File: config.mk
export PLATFORM = sky130hd
export DESIGN_NAME = rbz_vec_spi_ctrl
export DESIGN_NICKNAME = d
export VERILOG_FILES = /design/src/rtl/rbz_vec_spi_ctrl.sv
export SDC_FILE = /design/constraint.sdc
export NUM_CORES = 1
export LEC_CHECK = 0
export ABC_AREA = 1
export BUFFER_PORTS_ARGS = -buffer_cell sky130_fd_sc_hd__buf_2
export CAP_MARGIN = 30
export CORE_ASPECT_RATIO = 2
export CORE_MARGIN = 10
export CORE_UTILIZATION = 37
export DETAILED_ROUTE_END_ITERATION = 7
export SYNTH_ARGS = -nofsm -noshare
export SYNTH_HDL_FRONTEND = slang
export SYNTH_SLANG_ARGS = --single-unit
File: constraint.sdc
create_clock -name clk -period 2.1 [get_ports clk]
set_clock_uncertainty 0.1 [all_clocks]
set_input_delay 0.105 -clock clk [delete_from_list [all_inputs] [get_ports clk]]
set_output_delay 0.105 -clock clk [all_outputs]
set_load 0.02 [all_outputs]
File: src/rtl/rbz_vec_spi_ctrl.sv
// SPI initiator for the raybox-zero vector peripheral.
// Accepts one vector set per valid/ready handshake and shifts it out as a
// single mode-0 frame, MSB first: {px, py, fx, fy, vx, vy}.
module rbz_vec_spi_ctrl #(
    parameter int unsigned POS_W   = 15,
    parameter int unsigned DIR_W   = 12,
    parameter int unsigned CLK_DIV = 2,
    parameter int unsigned GAP_CYC = 4
) (
    input  logic             clk,
    input  logic             rst_n,
    input  logic             i_valid,
    output logic             o_ready,
    input  logic [POS_W-1:0] i_px,
    input  logic [POS_W-1:0] i_py,
    input  logic [DIR_W-1:0] i_fx,
    input  logic [DIR_W-1:0] i_fy,
    input  logic [DIR_W-1:0] i_vx,
    input  logic [DIR_W-1:0] i_vy,
    input  logic             i_start_en,
    output logic             o_sclk,
    output logic             o_mosi,
    output logic             o_ss_n,
    output logic             o_busy,
    output logic             o_done
);

    localparam int unsigned N       = 2 * POS_W + 4 * DIR_W;
    localparam int unsigned BIT_W   = $clog2(N + 1);
    localparam int unsigned CNT_MAX = (CLK_DIV > GAP_CYC) ? CLK_DIV : GAP_CYC;
    localparam int unsigned CNT_W   = $clog2(CNT_MAX + 1);

    localparam logic [CNT_W-1:0] DIV_LAST = CNT_W'(CLK_DIV - 1);
    localparam logic [CNT_W-1:0] GAP_LAST = CNT_W'(GAP_CYC - 1);
    localparam logic [CNT_W-1:0] CNT_ONE  = CNT_W'(1);
    localparam logic [BIT_W-1:0] BIT_ONE  = BIT_W'(1);
    localparam logic [BIT_W-1:0] BIT_N    = BIT_W'(N);

    typedef enum logic [2:0] {
        S_IDLE,
        S_WAIT_EN,
        S_SETUP,
        S_HIGH,
        S_LOW,
        S_HOLD,
        S_GAP
    } state_t;

    state_t           state_q, state_d;
    logic [CNT_W-1:0] cnt_q, cnt_d;
    logic [BIT_W-1:0] bits_q, bits_d;
    logic [N-1:0]     shift_q, shift_d;
    logic             sclk_q, sclk_d;
    logic             mosi_q, mosi_d;
    logic             ss_n_q, ss_n_d;
    logic             ready_q, ready_d;
    logic             busy_q, busy_d;
    logic             done_q, done_d;
    logic             phase_end;
    logic             gap_end;

    assign phase_end = (cnt_q == DIV_LAST);
    assign gap_end   = (cnt_q == GAP_LAST);

    // Next-state and next-output logic for the frame sequencer.
    // bits_q counts bits still to be presented after the one on mosi, so the
    // HIGH phase of the last bit sees zero and heads to HOLD.
    always_comb begin
        state_d = state_q;
        cnt_d   = cnt_q;
        bits_d  = bits_q;
        shift_d = shift_q;
        sclk_d  = sclk_q;
        mosi_d  = mosi_q;
        ss_n_d  = ss_n_q;
        ready_d = ready_q;
        busy_d  = busy_q;
        done_d  = 1'b0;
        unique case (state_q)
            S_IDLE: begin
                if (i_valid) begin
                    shift_d = {i_px, i_py, i_fx, i_fy, i_vx, i_vy};
                    bits_d  = BIT_N;
                    ready_d = 1'b0;
                    busy_d  = 1'b1;
                    state_d = S_WAIT_EN;
                end
            end
            S_WAIT_EN: begin
                if (i_start_en) begin
                    ss_n_d  = 1'b0;
                    mosi_d  = shift_q[N-1];
                    shift_d = {shift_q[N-2:0], 1'b0};
                    bits_d  = bits_q - BIT_ONE;
                    cnt_d   = '0;
                    state_d = S_SETUP;
                end
            end
            S_SETUP, S_LOW: begin
                if (phase_end) begin
                    sclk_d  = 1'b1;
                    cnt_d   = '0;
                    state_d = S_HIGH;
                end else begin
                    cnt_d = cnt_q + CNT_ONE;
                end
            end
            S_HIGH: begin
                if (phase_end) begin
                    sclk_d = 1'b0;
                    cnt_d  = '0;
                    if (bits_q != '0) begin
                        mosi_d  = shift_q[N-1];
                        shift_d = {shift_q[N-2:0], 1'b0};
                        bits_d  = bits_q - BIT_ONE;
                        state_d = S_LOW;
                    end else begin
                        state_d = S_HOLD;
                    end
                end else begin
                    cnt_d = cnt_q + CNT_ONE;
                end
            end
            S_HOLD: begin
                if (phase_end) begin
                    ss_n_d  = 1'b1;
                    mosi_d  = 1'b0;
                    done_d  = 1'b1;
                    cnt_d   = '0;
                    state_d = S_GAP;
                end else begin
                    cnt_d = cnt_q + CNT_ONE;
                end
            end
            S_GAP: begin
                if (gap_end) begin
                    ready_d = 1'b1;
                    busy_d  = 1'b0;
                    cnt_d   = '0;
                    state_d = S_IDLE;
                end else begin
                    cnt_d = cnt_q + CNT_ONE;
                end
            end
            default: begin
                state_d = S_IDLE;
            end
        endcase
    end

    // State and registered outputs; reset forces the bus idle immediately.
    always_ff @(posedge clk or negedge rst_n) begin
        if (!rst_n) begin
            state_q <= S_IDLE;
            cnt_q   <= '0;
            bits_q  <= '0;
            shift_q <= '0;
            sclk_q  <= 1'b0;
            mosi_q  <= 1'b0;
            ss_n_q  <= 1'b1;
            ready_q <= 1'b1;
            busy_q  <= 1'b0;
            done_q  <= 1'b0;
        end else begin
            state_q <= state_d;
            cnt_q   <= cnt_d;
            bits_q  <= bits_d;
            shift_q <= shift_d;
            sclk_q  <= sclk_d;
            mosi_q  <= mosi_d;
            ss_n_q  <= ss_n_d;
            ready_q <= ready_d;
            busy_q  <= busy_d;
            done_q  <= done_d;
        end
    end

    assign o_sclk  = sclk_q;
    assign o_mosi  = mosi_q;
    assign o_ss_n  = ss_n_q;
    assign o_ready = ready_q;
    assign o_busy  = busy_q;
    assign o_done  = done_q;

endmodule

# ---- Yosys cells after proc, flatten, opt, wreduce, memory -nomap -nowiden
# Index checks and enable logic that the tools add are counted.
dict set report classes {
  n_lt_le_gt_ge 0
  shift 0
  reduce_logical 17
  div 0
  n_mul 0
  mux 39
  addsub 2
  n_eq_ne 15
  bitwise_logic 0
}
# op count
set op_table {}
lappend op_table {{78-bit two-way mux} 4}
lappend op_table {{78-bit case mux with 3 select lines} 1}
lappend op_table {{7-bit two-way mux} 4}
lappend op_table {{3-bit two-way mux} 9}
lappend op_table {{7-bit case mux with 3 select lines} 1}
lappend op_table {{3-bit case mux with 6 select lines} 1}
lappend op_table {{2-bit != test, second input constant} 7}
lappend op_table {{1-bit two-way mux} 13}
lappend op_table {{5-bit AND reduction} 2}
lappend op_table {{3-bit by 2-bit equality test with 1-bit output, second input constant} 3}
lappend op_table {{3-bit equality test, second input constant} 3}
lappend op_table {{3-bit case mux with 3 select lines} 1}
lappend op_table {{3-bit AND reduction} 3}
lappend op_table {{3-bit nonzero test} 3}
lappend op_table {{1-bit case mux with 2 select lines} 4}
lappend op_table {{7-bit nonzero test} 1}
lappend op_table {{7-bit by 1-bit subtractor with 7-bit output, second input constant} 1}
lappend op_table {{3-bit by 1-bit equality test with 1-bit output, second input constant} 2}
lappend op_table {{6-bit AND reduction} 1}
lappend op_table {{2-bit nonzero test} 3}
lappend op_table {{4-bit OR reduction} 1}
lappend op_table {{3-bit by 1-bit adder with 3-bit output, second input constant} 1}
lappend op_table {{3-bit logical NOT} 1}
lappend op_table {{1-bit case mux with 3 select lines} 1}
lappend op_table {{2 further kinds} 2}
dict set report word_totals {
  word_cells 83
  latch_bits 0
  mem_count 0
  mem_bits_rw 0
  reg_bits 97
  romBits 0
  inputBits 82
  out_inout_bits 6
}

# ---- Depth between registers and ports, before layout
# Gate-level depths: netlist (run 1).
dict set report depth {
  word_depth 4
  depth_mapped 11
  depth_no_buf 10
}

# ---- Worst setup path before layout (run 1)
# Ideal clock, no wire load.
dict set report synth_timing {
  kind {register to register}
  from {register bits_q[0]}
  to {register bits_q[2]}
  path_buffers 2
  path_slack_ps 411
  synth_period_minus_slack_ps 1689
  required_time_ps 1883
  stages_incl_launch_ff 12
  arrival_time_ps 1472
  setup_time_ps 117
  path_cell_list {dfrtp_1 inv_1 ha_1 inv_1 nor2_1 nand3_1 nor2_1 nor2_1 buf_4 buf_2 nand3_1 nand2_1}
}
dict set report synth_via {
  elab_chain_cells 4
  word_cells_on_any_way 8
  cone_classes {add/sub (1); eq/ne (1); mux (4); reduce/logical (2)}
}
# item line
set synth_lines {}
lappend synth_lines {{from (decl)} 51} ;# logic [BIT_W-1:0] bits_q, bits_d;
lappend synth_lines {{from (signal assigned)} 167} ;# bits_q <= bits_d;
lappend synth_lines {{7-bit by 1-bit subtractor with 7-bit output} {94, 115}}
lappend synth_lines {{7-bit two-way mux} 112} ;# if (bits_q != '0) begin
lappend synth_lines {{7-bit two-way mux} 109} ;# if (phase_end) begin
lappend synth_lines {{7-bit case mux with 3 select lines} 79} ;# unique case (state_q)
# Several ways; a longest one is shown, not always the timed one. The select of a mux whose other input is x is not followed.
# A chain may end at the register's enable or synchronous reset.

# ---- Worst setup path in the final report (run 1)
dict set report layout_timing {
  from {register bits_q[0]}
  to {register shift_q[60]}
}
dict set report layout_via {
  elab_chain_cells 3
}
# item line
set layout_lines {}
lappend layout_lines {{7-bit nonzero test} 112}
lappend layout_lines {{2-bit != test (no line)} n/a}
lappend layout_lines {{5-bit AND reduction (no line)} n/a}
lappend layout_lines {{to (signal assigned)} 168} ;# shift_q <= shift_d;
lappend layout_lines {{to (decl)} 52} ;# logic [N-1:0] shift_q, shift_d;
# Every way passes these cells.

==> metrics.txt, run 1 <==
Seq cells post-synth 97; final instance area around 6400 um^2; most used routing layer met2; IO Pins between 80 and 90; synth unique cells 21; RSZ-0062 raised after global routing false; Worst IR Drop VDD 0.848 mV; Resized Gates After CTS 0; Setup Total Neg Slack 0 ns; all-layer global routing usage 0.141; post-DP HPWL approximately 9.5 mm; Setup Buffers After CTS 0; DR DRC count 0; P_leak around 3.6 nW; synthesized area 5190 um^2; Crit Path Max Fanout 60; Max Clock Freq roughly 0.54 GHz; clock sinks slightly below 100; dpl ws 0.245 ns; Non-Filler Instances between 1k and 1.5k; Post-Syn Instances 760; syn_nets ~850; first drt pass iteration count 4; cells on worst reg2reg path 10; final period utilization 0.886; sequential area share after synthesis 0.468; Clock Tree Buf Depth 2; Vias 4,883; Via-to-Cell Ratio about 4.7; Initial Util 0.376; combinational fraction of design power 0.517; DR WL/cell ~13 um; initial DRC count roughly 260; Inst Count DP 1,008; setup ws final 0.238 ns; initial antenna violation count 0; clock group share of total power 0.164; worst hold stages 5; Skew-Pair Late Insertion Delay about 0.34 ns; die width between 100 and 150 um; Slew HR 0.592; status completed; Worst Path Class, Setup flop to flop; clk root buf clkbuf_16; FP Rows 61; GRT overflow 0; share of layout cells above drive strength 1 0.146; vias in the first global route 4,954; Hold Crit Class input pin to flop; internal cell power 5.82 mW; Post-DRT Antenna Nets 0; P per Cell Area between 1500 and 2000 nW/um^2; fin. max-slew vios 0; Net Sw Frac 0.455; CTS clk-pin slew, worst paths approximately 0.060 ns; Num CTS Buffers 9; syn_area_per_cell 6.83 um^2; core area around 14,000 um^2; # diodes 0; die area around 20,000 um^2; Worst Path Arrival 1.98 ns; CTS tree yes; post-layout net count roughly 940; IO buf count 87; Worst Max-Slew Pin Slew between 0.6 and 0.7 ns; switching power 4.86 mW; Die Ht roughly 190 um; GP Congestion around 0.84; Total Wirelength around 14 mm; Placed Instance Area just under 6000 um^2; Sequential Power Share 0.319; Final min period about 1.9 ns; Worst EP required about 2.2 ns; met1 GRT Util 0.157; first-pass GRT wire length 23.3 mm; CP endpoint kind flop; largest net degree at the start of global routing between 60 and 70; Final setup viols 0; Fin. Hold Viols 0; synth warn 0; met2 Use GR 0.258; H-tree levels 3; area grow syn2layout 22.6%; met3 usage 0.0179; Max-Cap Viols 0; Worst Setup Start Kind flop
[placed cells by master (no fill, tap or decap), types with 3 or more instances in the layout]
| cell | netlist | final |
|---|---|---|
| dlygate4sd3_1 | 0 | 19 |
| inv_1 | 22 | 22 |
| dfrtp_1 | 95 | 95 |
| clkbuf_16 | 0 | 9 |
| a21oi_1 | 3 | 3 |
| buf_2 | 27 | 86 |
| inv_2 | 3 | 3 |
| o21ai_0 | 8 | 8 |
| ha_1 | 5 | 5 |
| nor2_1 | 25 | 24 |
| buf_4 | 7 | 10 |
| nand3_1 | 99 | 99 |
| buf_12 | 0 | 7 |
| nand2_1 | 446 | 446 |
[power by group through the flow]
stage | Clock (mW) | Combinational [mW] | Sequential, mW
3_3_place_gp | 0 | 5.52 | 3.41
3_5_place_dp | 0 | 5.61 | 3.41
5_1_grt | 1.88 | 6.45 | 3.52
4_1_cts | 1.79 | 5.65 | 3.40
6_report | 1.75 | 5.52 | 3.40
2_1_floorplan | 0 | 4.20 | 3.35
[critical path, stage by stage (launching register included)]
cell     delay [ns]
dfrtp_1        0.38
inv_1          0.13
ha_1           0.22
inv_1          0.07
nor2_1         0.08
nand3_1        0.12
nor2_1         0.20
nor2_4         0.06
buf_12         0.19
nand3_1        0.10
nand2_1        0.07
[synth_stat cells]
cell type | count | area (um^2)
nand2_1 | 446 | 1670
nand3_1 | 99 | 495
dfrtp_1 | 95 | 2380
buf_2 | 27 | 135
nor2_1 | 25 | 93.8
inv_1 | 22 | 82.6
clkbuf_1 | 8 | 30.0
o21ai_0 | 8 | 40.0
buf_4 | 7 | 52.6
ha_1 | 5 | 62.6
a21oi_1 | 3 | 15.0
inv_2 | 3 | 11.3
buf_1 | 2 | 7.51
dfstp_2 | 2 | 52.6
nor3_1 | 2 | 10.0
a31oi_1 | 1 | 6.26
nand3_2 | 1 | 10.0
nand3b_1 | 1 | 7.51
nand4_1 | 1 | 6.26
nor2_4 | 1 | 11.3
o22ai_1 | 1 | 6.26
[cells by family (layout without fill, tap and decap cells)]
group / Yosys count / count (layout) / share of synthesized area
adder cells (fa/ha/maj): 5 / 5 / 0.0121
AO/OA/AOI/OAI: 13 / 13 / 0.0130
flip-flops: 97 / 97 / 0.468
AND/OR/NAND/NOR: 576 / 576 / 0.445
buffers and inverters: 69 / 163 / 0.0615
[worst paths after layout]
check	startpoint	end	slack [ns]
max reg2reg	bits_q[0]	shift_q[60]	0.24
max in group asynchronous	rst_n	shift_q[60]	1.08
min in group asynchronous	rst_n	shift_q[16]	0.22
max	bits_q[0]	shift_q[60]	0.24
min	i_fx[2]	shift_q[38]	0.001
min reg2reg	shift_q[48]	shift_q[48]	0.37
[through the flow]
stage | utilization | power [mW] | hold WS (ns)
6_report | 0.461 | 10.7 | 0.00150
3_5_place_dp | 0.424 | 9.02 | 0.0682
3_3_place_gp | 0.424 | 8.93 | 0.0656
5_1_grt | 0.461 | 11.8 | 0.0169
4_1_cts | 0.461 | 10.8 | 0.000307
2_1_floorplan | - | 7.55 | -0.291
[metal layers]
layer	up-vias	wire length [um]
met2	84	7510
met1	2250	5470
li1	2528	-
met3	21	377
met5	-	0
met4	0	358
[registers in the layout (all words and copies together) (netlist names)]
name and count:
shift_q 78, bits_q 7, cnt_q 3, state_q 3
o_busy 1, o_done 1, o_mosi 1, o_ready 1
o_sclk 1, o_ss_n 1
[repair_timing]
| item | in CTS | in global routing |
|---|---|---|
| hold endpoints to repair | 58 | 0 |
| endpoints found under the setup margin | 0 | 0 |
| hold buffers | 19 | 0 |
[layout make-up]
cell class / instances / area [um^2]
Clock inverter: 5 / 80.1
Sequential cell: 97 / 2430
Inverter: 25 / 93.8
Tap cell: 189 / 236
Multi-Input combinational cell: 594 / 2450
Timing Repair Buffer: 122 / 836
Clock buffer: 11 / 233
Fill cell: 1450 / 7450
No activity file was read; power rests on OpenSTA's default activity.
==> run 2, diff against run 1 <==
--- a/config.mk
+++ b/config.mk
@@ -8,7 +8,6 @@
 export ABC_AREA = 1
 export BUFFER_PORTS_ARGS = -buffer_cell sky130_fd_sc_hd__buf_2
 export CAP_MARGIN = 30
-export CORE_ASPECT_RATIO = 2
 export CORE_MARGIN = 10
 export CORE_UTILIZATION = 37
 export DETAILED_ROUTE_END_ITERATION = 7
==> run 2 against run 1 <==
Worst setup slack got worse by 0.082 ns; worst hold slack is essentially flat; count of clock-buffer cells in the layout unchanged; non-clock buffer count up 32; flip-flop and latch count stayed put; core utilization increased by 2.0 points; sequential share of layout area fell by 1.6 points; clock power decreased by 7%; first-iteration DRC count grew 14%; design area rose by 4.4%; critical path depth is the same.
==> metrics.txt, run 2 (synthesis gave the netlist of run 1 again) <==
status completed; IO Pins 88 (unchanged); post-DP HPWL 8.43 mm (-11%); initial antenna violation count 0 (unchanged); fin. max-slew vios 0 (unchanged); P per Cell Area 1580 nW/um^2 (-5.7%); core area 13,800 um^2 (about the same); Slew HR 0.630 (+0.0381); CTS clk-pin slew, worst paths 0.07 ns (about the same); Crit Path Max Fanout 83 (+38%); final period utilization 0.926 (+0.0391); Max-Cap Viols 0 (unchanged); highest routed layer met4; share of layout cells above drive strength 1 0.141 (-0.00529); Via-to-Cell Ratio 4.58 (-2.1%); Num CTS Buffers 9 (unchanged); Initial Util 0.375 (about the same); vias in the first global route 4,928 (-0.52%); most common cell after layout, fill and taps aside nand2_1; Max Clock Freq 0.515 GHz (-4.2%); Worst Setup Start Kind flop; Total Wirelength 13.4 mm (-2.3%); DR WL/cell 12.6 um (-4.4%); Post-DRT Antenna Nets 0 (unchanged); CP endpoint kind flop; Hold Crit Class input pin to flop; GP Congestion 0.816 (-3.4%); Skew-Pair Late Insertion Delay 0.35 ns (about the same); Die Ht 138 um (-26%); Reg with most FFs shift_q; first drt pass iteration count 4 (unchanged); Final min period 1.94 ns (+0.0820 ns); setup ws final 0.156 ns (-0.0820 ns); fill count 1,409 (-2.8%); clock sinks 97 (unchanged); wl on met1 6.37 mm (+16%); post-layout net count 968 (+3.4%); Worst EP required 2.24 ns (+0.02 ns); Worst IR Drop VDD 0.935 mV (+10%); total power 10.5 mW (-1.5%); Fin. Hold Viols 0 (unchanged); die area 19,200 um^2 (-1.5%); metal2 WL 6.37 mm (-15%); hold_ws 0.00199 ns (+0.000497 ns); Largest register FFs 78 (unchanged); IO buf count 87 (unchanged); Worst Path Class, Setup flop to flop; GRT overflow 0 (unchanged); die width 138 um (+33%); initial DRC count 291 (+14%); r2r startpoint bits_q[0]; most frequent cells in the layout nand2_1 (446), nand3_1 (99), dfrtp_1 (95); Worst Max-Slew Pin Slew 0.555 ns (-0.0571 ns); largest net degree at the start of global routing 84 (+38%); H-tree levels 3 (unchanged); dpl ws 0.215 ns (-0.0296 ns); DR DRC count 0 (unchanged); Vias 4,884 (+0.020%); clk root buf clkbuf_16; Setup Buffers After CTS 0 (unchanged); FP Rows 43 (-30%); Worst Path Arrival 2.08 ns (+0.10 ns); top flop regs shift_q x78, bits_q x7; DR WL met3 526 um (+40%); hold_sp i_fy[11]; CP Launch Point bits_q[0]; Final setup viols 0 (unchanged); all-layer global routing usage 0.142 (+0.000875); Clock Tree Buf Depth 2 (unchanged); P_leak 3.77 nW (+3.4%); first-pass GRT wire length 23.3 mm (+0.27%); # diodes 0 (unchanged); CTS tree yes; area grow syn2layout 28.1%
[run 2: layer usage]
metal / track usage / vias up
li1: - / 2591
met4: 0.0339 / 0
met1: 0.175 / 2205
met5: 0 / -
met3: 0.0397 / 7
met2: 0.237 / 81
[run 2: final cells by class]
cell class / count / area (um^2) / area share
multi-input cells: 594 / 2460 / 0.370
clock inverters: 5 / 53.8 / 0.00810
inverters: 25 / 93.8 / 0.0141
flip-flops and latches: 97 / 2430 / 0.366
well taps: 180 / 225 / 0.0339
clock buffers: 11 / 233 / 0.0350
repair buffers: 154 / 1150 / 0.173
[run 2: final timing paths]
path,end,slack [ns],cells past startpoint
setup / recovery,shift_q[8],0.16,10
hold / removal,shift_q[35],0.002,5
setup reg to reg,shift_q[8],0.16,10
hold reg to reg,shift_q[33],0.37,2
max in group asynchronous,o_ss_n,1.07,3
min in group asynchronous,shift_q[4],0.19,2
[run 2: what timing repair did]
| item | in CTS | in global routing |
|---|---|---|
| hold buffers | 53 | 0 |
| gates resized for setup | 0 | 2 |
| endpoints found under the setup margin | 0 | 76 |
| hold endpoints to repair | 90 | 0 |
[run 2: power breakdown]
group / internal (mW) / switching [mW] / total [mW] / leakage [nW]
registers: 2.86 / 0.552 / 3.41 / 1.19
clock network: 0.923 / 0.703 / 1.63 / 0.144
logic: 1.93 / 3.55 / 5.48 / 2.44
total: 5.71 / 4.81 / 10.5 / 3.77
[run 2: worst max-delay path: stages (launching register included)]
cell     delay [ns]
dfrtp_1        0.39
inv_1          0.13
ha_2           0.23
inv_1          0.06
nor2_1         0.10
nand3_1        0.14
nor2_2         0.17
nor2_4         0.05
buf_12         0.18
nand3_1        0.14
nand2_1        0.06
[run 2: per-stage QoR]
| step | instance area [um^2] | util | setup TNS (ns) | instances |
|---|---|---|---|---|
| finish | 6640 | 0.480 | 0 | 1066 |
| global route | 6640 | 0.480 | -0.0152 | 1066 |
| CTS | 6640 | 0.480 | 0 | 1066 |
| detailed placement | 5820 | 0.421 | 0 | 997 |
| global placement | 5820 | 0.421 | 0 | 997 |
| floorplan | 5190 | - | 0 | 760 |
